### config.mk
export PLATFORM = sky130hd
export DESIGN_NAME = s_axis_cc_arbiter
export DESIGN_NICKNAME = d
export VERILOG_FILES = /design/src/rtl/s_axis_cc_arbiter.sv
export SDC_FILE = /design/constraint.sdc
export NUM_CORES = 1
export LEC_CHECK = 0
export ABC_AREA = 1
export BUFFER_PORTS_ARGS = -buffer_cell sky130_fd_sc_hd__buf_2
export CAP_MARGIN = 40
export CORE_AREA = 5 5 327 329
export CTS_CLUSTER_SIZE = 24
export DETAILED_ROUTE_END_ITERATION = 6
export DIE_AREA = 0 0 332 334
export HOLD_SLACK_MARGIN = 0.05
export SETUP_SLACK_MARGIN = 0.5
export SYNTH_ARGS = -nofsm -noshare
export SYNTH_HDL_FRONTEND = slang
export SYNTH_SLANG_ARGS = --single-unit
export TNS_END_PERCENT = 50
### constraint.sdc
create_clock -name user_clk -period 1.6 [get_ports user_clk]
set_input_delay 0.08 -clock user_clk [delete_from_list [all_inputs] [get_ports user_clk]]
set_output_delay 0.08 -clock user_clk [all_outputs]
set_load 0.05 [all_outputs]
### src/rtl/s_axis_cc_arbiter.sv
// Packet-level round-robin merge of N completion streams into one registered output.
// A granted source owns the output until its tlast beat is accepted.
//
// state  | meaning
// IDLE   | no packet locked; round-robin pick among requesters, beat taken without a bubble
// LOCKED | mid-packet; only last_grant is served until its tlast beat is accepted
module s_axis_cc_arbiter #(
    parameter int DATA_WIDTH = 256,
    parameter int KEEP_WIDTH = DATA_WIDTH/32,
    parameter int N          = 2,
    parameter int GW         = 1
) (
    input  logic                       user_clk,
    input  logic                       user_reset_n,
    input  logic [N*DATA_WIDTH-1:0]    s_axis_cc_tdata_i,
    input  logic [N*KEEP_WIDTH-1:0]    s_axis_cc_tkeep_i,
    input  logic [N*4-1:0]             s_axis_cc_tuser_i,
    input  logic [N-1:0]               s_axis_cc_tlast_i,
    input  logic [N-1:0]               s_axis_cc_tvalid_i,
    output logic [N-1:0]               s_axis_cc_tready_o,
    output logic [DATA_WIDTH-1:0]      s_axis_cc_tdata,
    output logic [KEEP_WIDTH-1:0]      s_axis_cc_tkeep,
    output logic [3:0]                 s_axis_cc_tuser,
    output logic                       s_axis_cc_tlast,
    output logic                       s_axis_cc_tvalid,
    input  logic [3:0]                 s_axis_cc_tready,
    output logic [GW-1:0]              grant_idx,
    output logic                       busy,
    output logic [15:0]                pkt_cnt
);

    typedef enum logic {
        IDLE   = 1'b0,
        LOCKED = 1'b1
    } state_t;

    state_t                state_q, state_d;
    logic [GW-1:0]         last_grant_q;
    logic [GW-1:0]         sel;
    logic                  sel_hit;
    logic                  out_free;
    logic                  accept;
    logic                  sel_last;
    logic [DATA_WIDTH-1:0] tdata_q;
    logic [KEEP_WIDTH-1:0] tkeep_q;
    logic [3:0]            tuser_q;
    logic                  tlast_q;
    logic                  tvalid_q;
    logic [15:0]           pkt_cnt_q;
    logic                  unused_tready;

    assign unused_tready = ^s_axis_cc_tready[3:1];
    assign out_free      = !tvalid_q || s_axis_cc_tready[0];

    // Descending scan: the last hit written is the one closest after last_grant.
    always_comb begin
        sel     = last_grant_q;
        sel_hit = 1'b0;
        if (state_q == LOCKED) begin
            sel_hit = 1'b1;
        end else begin
            for (int k = N; k >= 1; k--) begin
                if (s_axis_cc_tvalid_i[(int'(last_grant_q) + k) % N]) begin
                    sel     = GW'((int'(last_grant_q) + k) % N);
                    sel_hit = 1'b1;
                end
            end
        end
    end

    always_comb begin
        s_axis_cc_tready_o = '0;
        if (user_reset_n && sel_hit && out_free) begin
            s_axis_cc_tready_o[sel] = 1'b1;
        end
    end

    assign accept   = s_axis_cc_tready_o[sel] && s_axis_cc_tvalid_i[sel];
    assign sel_last = s_axis_cc_tlast_i[sel];

    always_comb begin
        state_d = state_q;
        case (state_q)
            IDLE:    if (accept && !sel_last) state_d = LOCKED;
            LOCKED:  if (accept && sel_last)  state_d = IDLE;
            default: state_d = IDLE;
        endcase
    end

    always_ff @(posedge user_clk or negedge user_reset_n) begin
        if (!user_reset_n) begin
            state_q      <= IDLE;
            last_grant_q <= GW'(N-1);
            tvalid_q     <= 1'b0;
            tdata_q      <= '0;
            tkeep_q      <= '0;
            tuser_q      <= '0;
            tlast_q      <= 1'b0;
            pkt_cnt_q    <= '0;
        end else begin
            state_q <= state_d;
            if (accept && state_q == IDLE) begin
                last_grant_q <= sel;
            end
            if (accept) begin
                tvalid_q <= 1'b1;
                tdata_q  <= s_axis_cc_tdata_i[int'(sel)*DATA_WIDTH +: DATA_WIDTH];
                tkeep_q  <= s_axis_cc_tkeep_i[int'(sel)*KEEP_WIDTH +: KEEP_WIDTH];
                tuser_q  <= s_axis_cc_tuser_i[int'(sel)*4 +: 4];
                tlast_q  <= sel_last;
            end else if (s_axis_cc_tready[0]) begin
                tvalid_q <= 1'b0;
            end
            if (accept && sel_last) begin
                pkt_cnt_q <= pkt_cnt_q + 16'd1;
            end
        end
    end

    assign s_axis_cc_tdata  = tdata_q;
    assign s_axis_cc_tkeep  = tkeep_q;
    assign s_axis_cc_tuser  = tuser_q;
    assign s_axis_cc_tlast  = tlast_q;
    assign s_axis_cc_tvalid = tvalid_q;
    assign grant_idx        = last_grant_q;
    assign busy             = (state_q == LOCKED);
    assign pkt_cnt          = pkt_cnt_q;

endmodule
# Word-level counts from Yosys, hierarchy flattened
# Cells that the tools add are included.
[word_totals]
ff_bits = 288
output_inout_bits = 290
elab_cells = 58
in_bits = 546
[classes]
n_bitwise = 3
add_sub_neg = 3
n_shift = 3
magnitude_cmp = 4
n_reduce_logical = 11
n_mux = 26
[ops]
columns = ["cell", "n"]
rows = [
  ["512-bit by 10-bit variable part select with 256-bit output", 1],
  ["1-bit 2-to-1 mux", 23],
  ["16-bit by 1-bit adder with 16-bit output, second input constant", 1],
  ["16-bit by 5-bit variable part select with 8-bit output", 1],
  ["8-bit by 4-bit variable part select with 4-bit output", 1],
  ["1-bit logical AND", 7],
  ["2-bit by 3-bit less-than comparator with 1-bit output, second input constant", 2],
  ["1-bit adder, second input constant", 2],
  ["1-bit bitwise AND, first input constant", 2],
  ["1-bit zero test", 2],
  ["1-bit by 2-bit less-than comparator with 1-bit output, second input constant", 1],
  ["2-bit 2-to-1 mux", 1],
  ["1-bit one-hot mux with 2 select lines", 1],
  ["2-bit nonzero test", 1],
  ["1-bit demux with 1-bit select", 1],
  ["1-bit greater-or-equal comparator, second input constant", 1],
  ["1-bit logical OR", 1],
  ["1-bit inverter", 1],
]

# Longest topological paths before layout
# Gate-level depths: netlist of the first run.
[logic_depth]
depth_word = 19
ltp_mapped = 11

# Worst setup path after synthesis of the first run
# OpenSTA, ideal clock, no wires.
[synth_timing]
path_type = "flip-flop to output port"
start = "register (tool-made name)"
end = "output s_axis_cc_tready_o[1]"
t_required_ns = 1.520
path_slack_ns = -0.571
t_arrival_ns = 2.091
path_stages_with_launch = 7
cell_sequence = "dfrtp_1 nor2_1 nand2_1 buf_4 buf_2 buf_2 a21oi_1"
[synth_rtl]
columns = ["item", "line_no", "text"]
rows = [
  ["end: declaration", "20", "output logic [N-1:0] s_axis_cc_tready_o,"],
]

# Final worst setup path of the first run
[layout_timing]
start = "register last_grant_q, in the netlist grant_idx"
end = "register tdata_q[209], in the netlist s_axis_cc_tdata[209]"
[layout_between]
elab_chain_cells = 15
[layout_rtl]
columns = ["item", "line_no", "text"]
rows = [
  ["start: declaration", "38", "logic [GW-1:0] last_grant_q;"],
  ["start signal: assignment", "93", "last_grant_q <= GW'(N-1);"],
  ["start signal: assignment", "103", "last_grant_q <= sel;"],
  ["parallel branches: the longest is 15 deep, another holds 1-bit adder", "--", ""],
  ["end signal: assignment", "107", "tdata_q <= s_axis_cc_tdata_i[int'(sel)*DATA_WIDTH +: DATA_WIDTH];"],
  ["end: declaration", "44", "logic [DATA_WIDTH-1:0] tdata_q;"],
]
# Several ways; the timed one is not identified. The select of a mux whose other input is x is not followed.
# A chain may end at the register's enable or synchronous reset.

==> results of run 1 <==
## cell usage in the layout (no fill, tap or decap), types with 23 or more instances in the layout
| cell | count |
|---|---|
| nand2_1 | 1255 |
| buf_2 | 829 |
| dlygate4sd3_1 | 537 |
| dfrtp_1 | 286 |
| nand3_1 | 276 |
| nand2_2 | 117 |
| buf_4 | 102 |
| clkbuf_16 | 45 |
| nand2_4 | 39 |
| buf_12 | 38 |
| buf_6 | 33 |
| buf_16 | 23 |
## worst register-to-register path: cells and delay by family (launching register included)
kind / cells / cell delay (ns)
AND/OR/NAND/NOR: 7 / 0.44
buffers and inverters: 6 / 0.87
flip-flops: 1 / 0.59
## registers in the layout, summed over array words and instances, names as in the netlist, named ones only
| register | flops |
|---|---|
| s_axis_cc_tuser | 4 |
| grant_idx | 1 |
| s_axis_cc_tkeep | 8 |
| pkt_cnt | 16 |
| s_axis_cc_tlast | 1 |
| s_axis_cc_tdata | 256 |
| s_axis_cc_tvalid | 1 |
## routing by layer
metal	vias to the layer above	track usage [%]	routed length [um]
met2	1385	24.0	41400
met1	9868	17.4	34500
met5	-	0	39
met3	458	3.98	7520
met4	6	9.79	7100
li1	9848	-	-
## area by class of cell
| cell class | instances | area [sq um] |
|---|---|---|
| multi-input combinational | 1749 | 7760 |
| clock buffer | 46 | 990 |
| tap | 1380 | 1730 |
| fill | 10545 | 72500 |
| clock inverter | 16 | 275 |
| sequential | 288 | 7210 |
| timing repair buffer | 1593 | 12600 |
| inverter | 23 | 88.8 |
| antenna | 9 | 22.5 |
## stage by stage
stage | hold slack [ns] | cell area (sq um) | instances | setup slack (ns)
5_1_grt | -0.199 | 30700 | 5099 | -0.490
3_5_place_dp | 0.124 | 21900 | 4434 | -0.231
4_1_cts | -0.256 | 29800 | 5074 | -0.469
2_1_floorplan | -0.216 | 15400 | 2212 | -0.0637
3_3_place_gp | 0.123 | 21900 | 4434 | -0.227
6_report | -0.196 | 30700 | 5104 | -0.391
## how the worst max path moves through the flow
stage,startpoint,slack (ns),to
6_report,grant_idx,-0.39,s_axis_cc_tdata[209]
5_1_grt,grant_idx,-0.49,s_axis_cc_tdata[140]
4_1_cts,grant_idx,-0.47,s_axis_cc_tready_o[0]
3_5_place_dp,flip-flop,-0.23,s_axis_cc_tdata[200]
3_3_place_gp,flip-flop,-0.23,s_axis_cc_tdata[109]
2_1_floorplan,grant_idx,-0.06,s_axis_cc_tdata[197]
## cell families (layout without fill, tap and decap cells)
logic type / Yosys count / after routing / synth area share [%]
other: 0 / 9 / 0
buffers and inverters: 175 / 1678 / 7.01
DFF: 288 / 288 / 46.9
and+or+nand+nor: 1718 / 1718 / 44.6
xor gates and xnor gates: 8 / 8 / 0.456
adders and majority gates: 1 / 1 / 0.0814
AOI/OAI and AO/OA: 22 / 22 / 0.993
## where the power goes
group          switching (W)  total (W)  leakage, nW  internal [W]
combinational         0.0272     0.0402         12.5        0.0130
sequential           0.00216     0.0128         3.62        0.0107
clock                0.00340    0.00891        0.613       0.00551
total                 0.0328     0.0620         16.8        0.0292
## timing repair
action / 4_1_cts / 5_1_grt
setup endpoints to repair: 578 / 578
gates resized for setup: 155 / 158
buffers inserted: 21 / 12
hold endpoints to repair: 556 / 1
pin swaps: 40 / 97
cloned: 20 / 9
==> flow_metrics.env, run 1 <==
export IMPL_tightest_slew_ns=0.483
export IMPL_arrival_ns=2.44
export IMPL_post_drt_wl_per_cell_um=17.7
export IMPL_cts_tree="yes"
export IMPL_async_reset_ff_share_pct=100
export IMPL_clock_sinks=288
export IMPL_holdPathStages=4
export IMPL_dieArea_sq_um=111000
export IMPL_syn_nets=2759
export IMPL_gp_congestion=0.978
export IMPL_drc=0
export IMPL_power_density_nw_per_um2=2020
export IMPL_fin_nets=4238
export IMPL_syn_area_per_cell_sq_um=6.95
export IMPL_setup_viol=291
export IMPL_synth_seq_cells=288
export IMPL_r2r_slack_ns=-0.39
export IMPL_grt_pass1_wl_um=129000
export IMPL_io_pins=836
export IMPL_vias_per_cell=4.23
export IMPL_ys_flop_type="dfrtp_1"
export IMPL_synthTopCellsByCount="1410 x nand2_1, 287 x dfrtp_1, 278 x nand3_1"
export IMPL_finalWorstPathRequiredPeriod_ns=1.99
export IMPL_cp_top_family="buffers and inverters"
export IMPL_htree_num_levels=2
export IMPL_violations="hold timing, setup timing"
export IMPL_synth_seq_area_share_pct=46.9
export IMPL_hold_class="in -> reg"
export IMPL_end_kind="flip-flop"
export IMPL_cpPeakStageDelay_ns=0.59
export IMPL_finalMaxSlewViolations=0
export IMPL_cp_max_fo=8
export IMPL_r2r_cells=13
export IMPL_hold_start="s_axis_cc_tready[0]"
export IMPL_whs_endpoint="s_axis_cc_tvalid"
export IMPL_cts_hold_buf=537
export IMPL_clock_path_buffers=3
export IMPL_fin_util_pct=29.7
export IMPL_grt_max_degree=87
export IMPL_wl_um=90500
export IMPL_path_common_cell="buf_12"
export IMPL_clock_latency_ns=0.56
export IMPL_synth_edf_count=0
export IMPL_synth_cells=2212
export IMPL_fin_crit_sh_pct=124
export IMPL_rows=118
export IMPL_fin_setup_tns_ns=-91.32
export IMPL_skew_ns=0.0172
export IMPL_postRouteAntennaNets=0
export IMPL_fp_coreArea_sq_um=103000
export IMPL_synth_cell_types=23
export IMPL_yosysWarnings=0
export IMPL_holdWs_ns=-0.196
export IMPL_synth_area_leader_cell="dfrtp_1"
export IMPL_cp_depth=13
export IMPL_drive_gt1_share_pct=34.5
export IMPL_startpoint_type="flip-flop"
export IMPL_antenna_found_initial=11
export IMPL_rsz0062_at_grt="true"
export IMPL_drtIter0Drc=1243
export IMPL_criticalPathCategory="reg -> reg"
export IMPL_reg2reg_to="s_axis_cc_tdata[209]"
export IMPL_synth_most_common_cell="nand2_1"
export IMPL_crit_slowest_cell="dfstp_2"
export IMPL_max_freq_ghz=0.502
export IMPL_slew_headroom_pct=67.8
export IMPL_path_clk_slew_ns=0.06
export IMPL_dp_hpwl_um=58100
export IMPL_hold_viol=1
export IMPL_yosys_area_top_type_share_pct=46.7
export IMPL_grt_pass1_vias=21874
export IMPL_cp_required_ns=2.05
export IMPL_grt_overflow_total=0
export IMPL_cap_violations=0
export IMPL_place_port_buffers=832
export IMPL_netlist_area_sq_um=15400
export IMPL_crit_chain="nor2_4 > nand2_4 > buf_12 > nand2_8 > buf_6 > buf_12 > buf_12 > buf_16 > buf_8 > nand2_2 > nand2_2 > nand2_1 > nand2_1"
export IMPL_die_x_um=332
export IMPL_cp_num_buf_inv=6
export IMPL_root_buffer="clkbuf_16"
export IMPL_p_leak_nw=16.8
export IMPL_synthTopCellsByArea="dfrtp_1 47%, nand2_1 34%, nand3_1 9.0%"
export IMPL_total_power_w=0.0620
export IMPL_cts_buffers=36
export IMPL_r2r_start="grant_idx"
export IMPL_initial_core_util_pct=14.9
export IMPL_peakVddDrop_mv=1.04
export IMPL_die_h_um=334
export IMPL_grtUsageTotal_pct=14.8
export IMPL_area_growth_pct=99.6
export IMPL_fin_ws_ns=-0.391
export IMPL_vias=21565
export IMPL_outcome="finished, violations left"
export IMPL_dr_pass1_iters=6
No activity file was read; power rests on OpenSTA's default activity.
==> run 2: changes to the inputs <==
SETUP_SLACK_MARGIN = 0.3   (was 0.5)
==> flow_metrics.env, run 2 (synthesis results as in run 1) <==
export IMPL_final_cell_mix="1255 x nand2_1, 829 x buf_2, 538 x dlygate4sd3_1"
export IMPL_path_common_cell="buf_12"
export IMPL_crit_slowest_cell="dfstp_2"
export IMPL_cp_num_buf_inv=6
export IMPL_place_port_buffers=832
export IMPL_path_clk_slew_ns=0.06
export IMPL_fp_coreArea_sq_um=103000
export IMPL_fin_util_pct=29.7
export IMPL_clock_sinks=288
export IMPL_postRouteAntennaNets=0
export IMPL_r2r_cells=13
export IMPL_io_pins=836
export IMPL_dr_pass1_iters=5
export IMPL_gr_usage_met1_pct=17.4
export IMPL_arrival_ns=2.44
export IMPL_crit_chain="nor2_4 > nand2_4 > buf_12 > nand2_8 > buf_6 > buf_12 > buf_12 > buf_16 > buf_8 > nand2_2 > nand2_2 > nand2_1 > nand2_1"
export IMPL_finalMaxSlewViolations=0
export IMPL_hold_class="in -> async"
export IMPL_cts_buffers=36
export IMPL_skew_ns=0.0182
export IMPL_root_buffer="clkbuf_16"
export IMPL_initial_core_util_pct=14.9
export IMPL_dp_hpwl_um=58100
export IMPL_startpoint_type="flip-flop"
export IMPL_outcome="finished, violations left"
export IMPL_post_drt_wl_per_cell_um=17.7
export IMPL_vias_per_cell=4.22
export IMPL_drtIter0Drc=1294
export IMPL_clock_latency_ns=0.57
export IMPL_largest_reg_flops=256
export IMPL_cp_required_ns=2.05
export IMPL_htree_num_levels=2
export IMPL_setup_viol=291
export IMPL_vias=21552
export IMPL_finalWorstPathRequiredPeriod_ns=1.99
export IMPL_grtUsageTotal_pct=14.8
export IMPL_dieArea_sq_um=111000
export IMPL_fin_crit_sh_pct=124
export IMPL_cp_top_family="buffers and inverters"
export IMPL_drive_gt1_share_pct=34.5
export IMPL_end_kind="flip-flop"
export IMPL_r2r_start="grant_idx"
export IMPL_use_met3_pct=3.98
export IMPL_slew_headroom_pct=67.4
export IMPL_die_x_um=332
export IMPL_tightest_slew_ns=0.489
export IMPL_met2_usage_pct=24.0
export IMPL_holdWs_ns=0.107
export IMPL_rsz0062_at_grt="true"
export IMPL_peakVddDrop_mv=1.04
export IMPL_grt_overflow_total=0
export IMPL_wl_um=90600
export IMPL_grt_pass1_vias=21878
export IMPL_p_leak_nw=16.8
export IMPL_violations="setup timing"
export IMPL_power_density_nw_per_um2=2020
export IMPL_fin_nets=4239
export IMPL_criticalPathCategory="reg -> reg"
export IMPL_cp_max_fo=8
export IMPL_area_growth_pct=99.6
export IMPL_antenna_found_initial=11
export IMPL_grt_max_degree=87
export IMPL_mostFrequentLayoutCell="nand2_1"
export IMPL_gp_congestion=0.978
export IMPL_hold_viol=0
export IMPL_fin_ws_ns=-0.389
export IMPL_grt_pass1_wl_um=129000
export IMPL_reg2reg_to="s_axis_cc_tdata[209]"
export IMPL_rows=118
export IMPL_fin_setup_tns_ns=-91.34
export IMPL_cap_violations=0
export IMPL_die_h_um=334
export IMPL_cpPeakStageDelay_ns=0.59
export IMPL_drc=0
export IMPL_cp_depth=13
export IMPL_top_usage_layer="met2"
export IMPL_r2r_slack_ns=-0.39
export IMPL_clock_path_buffers=3
export IMPL_cts_tree="yes"
export IMPL_max_freq_ghz=0.503
## run 2: cell count changes in the layout (fill, tap and decap cells not counted)
cell           change
diode_2            -1
dlygate4sd3_1      +1
## run 2: where the power goes
| part | internal, W | switching, W | total, W |
|---|---|---|---|
| Sequential | 0.0107 | 0.00216 | 0.0128 |
| Combinational | 0.0130 | 0.0273 | 0.0403 |
| Clock | 0.00551 | 0.00341 | 0.00892 |
| Total | 0.0292 | 0.0328 | 0.0620 |
## run 2: worst max path at each step
stage	start	end	slack [ns]
2_1_floorplan	grant_idx	s_axis_cc_tdata[197]	-0.06
3_5_place_dp	flip-flop	s_axis_cc_tdata[200]	-0.23
5_1_grt	grant_idx	s_axis_cc_tdata[140]	-0.49
4_1_cts	grant_idx	s_axis_cc_tready_o[0]	-0.47
6_report	grant_idx	s_axis_cc_tdata[209]	-0.39
3_3_place_gp	flip-flop	s_axis_cc_tdata[109]	-0.23
## run 2: final cells by class
cell class | instances | area, sq um
clock inverter | 16 | 275
tap | 1380 | 1730
sequential | 288 | 7210
multi-input combinational | 1749 | 7760
inverter | 23 | 88.8
fill | 10543 | 72500
clock buffer | 46 | 990
antenna | 8 | 20.0
timing repair buffer | 1594 | 12600
## run 2: metrics by stage
| step | instance area [sq um] | setup WS, ns | std cells | total power, W |
|---|---|---|---|---|
| after floorplan | 15400 | -0.0637 | 2212 | 0.0351 |
| after global placement | 21900 | -0.227 | 4434 | 0.0460 |
| after detailed placement | 21900 | -0.231 | 4434 | 0.0461 |
| after CTS | 29800 | -0.469 | 5075 | 0.0603 |
| after global routing | 30700 | -0.490 | 5100 | 0.0653 |
| final | 30700 | -0.389 | 5104 | 0.0620 |
## run 2: what timing repair did
action	in CTS	in global routing
setup endpoints to repair	558	566
hold endpoints to repair	556	0
setup buffers	21	12
gates resized for setup	155	158
pin swaps	40	97
cloned	20	9
hold buffers	538	0
## run 2: routing by layer
layer | up-vias | wire (um)
li1 | 9849 | -
met1 | 9886 | 34400
met2 | 1355 | 41400
met3 | 456 | 7670
met4 | 6 | 7050
met5 | - | 39
## run 2: tightest hold or removal path, cell delays in order
cell,delay (ns)
buf_8,0.10
dlygate4sd3_1,0.61
buf_12,0.24
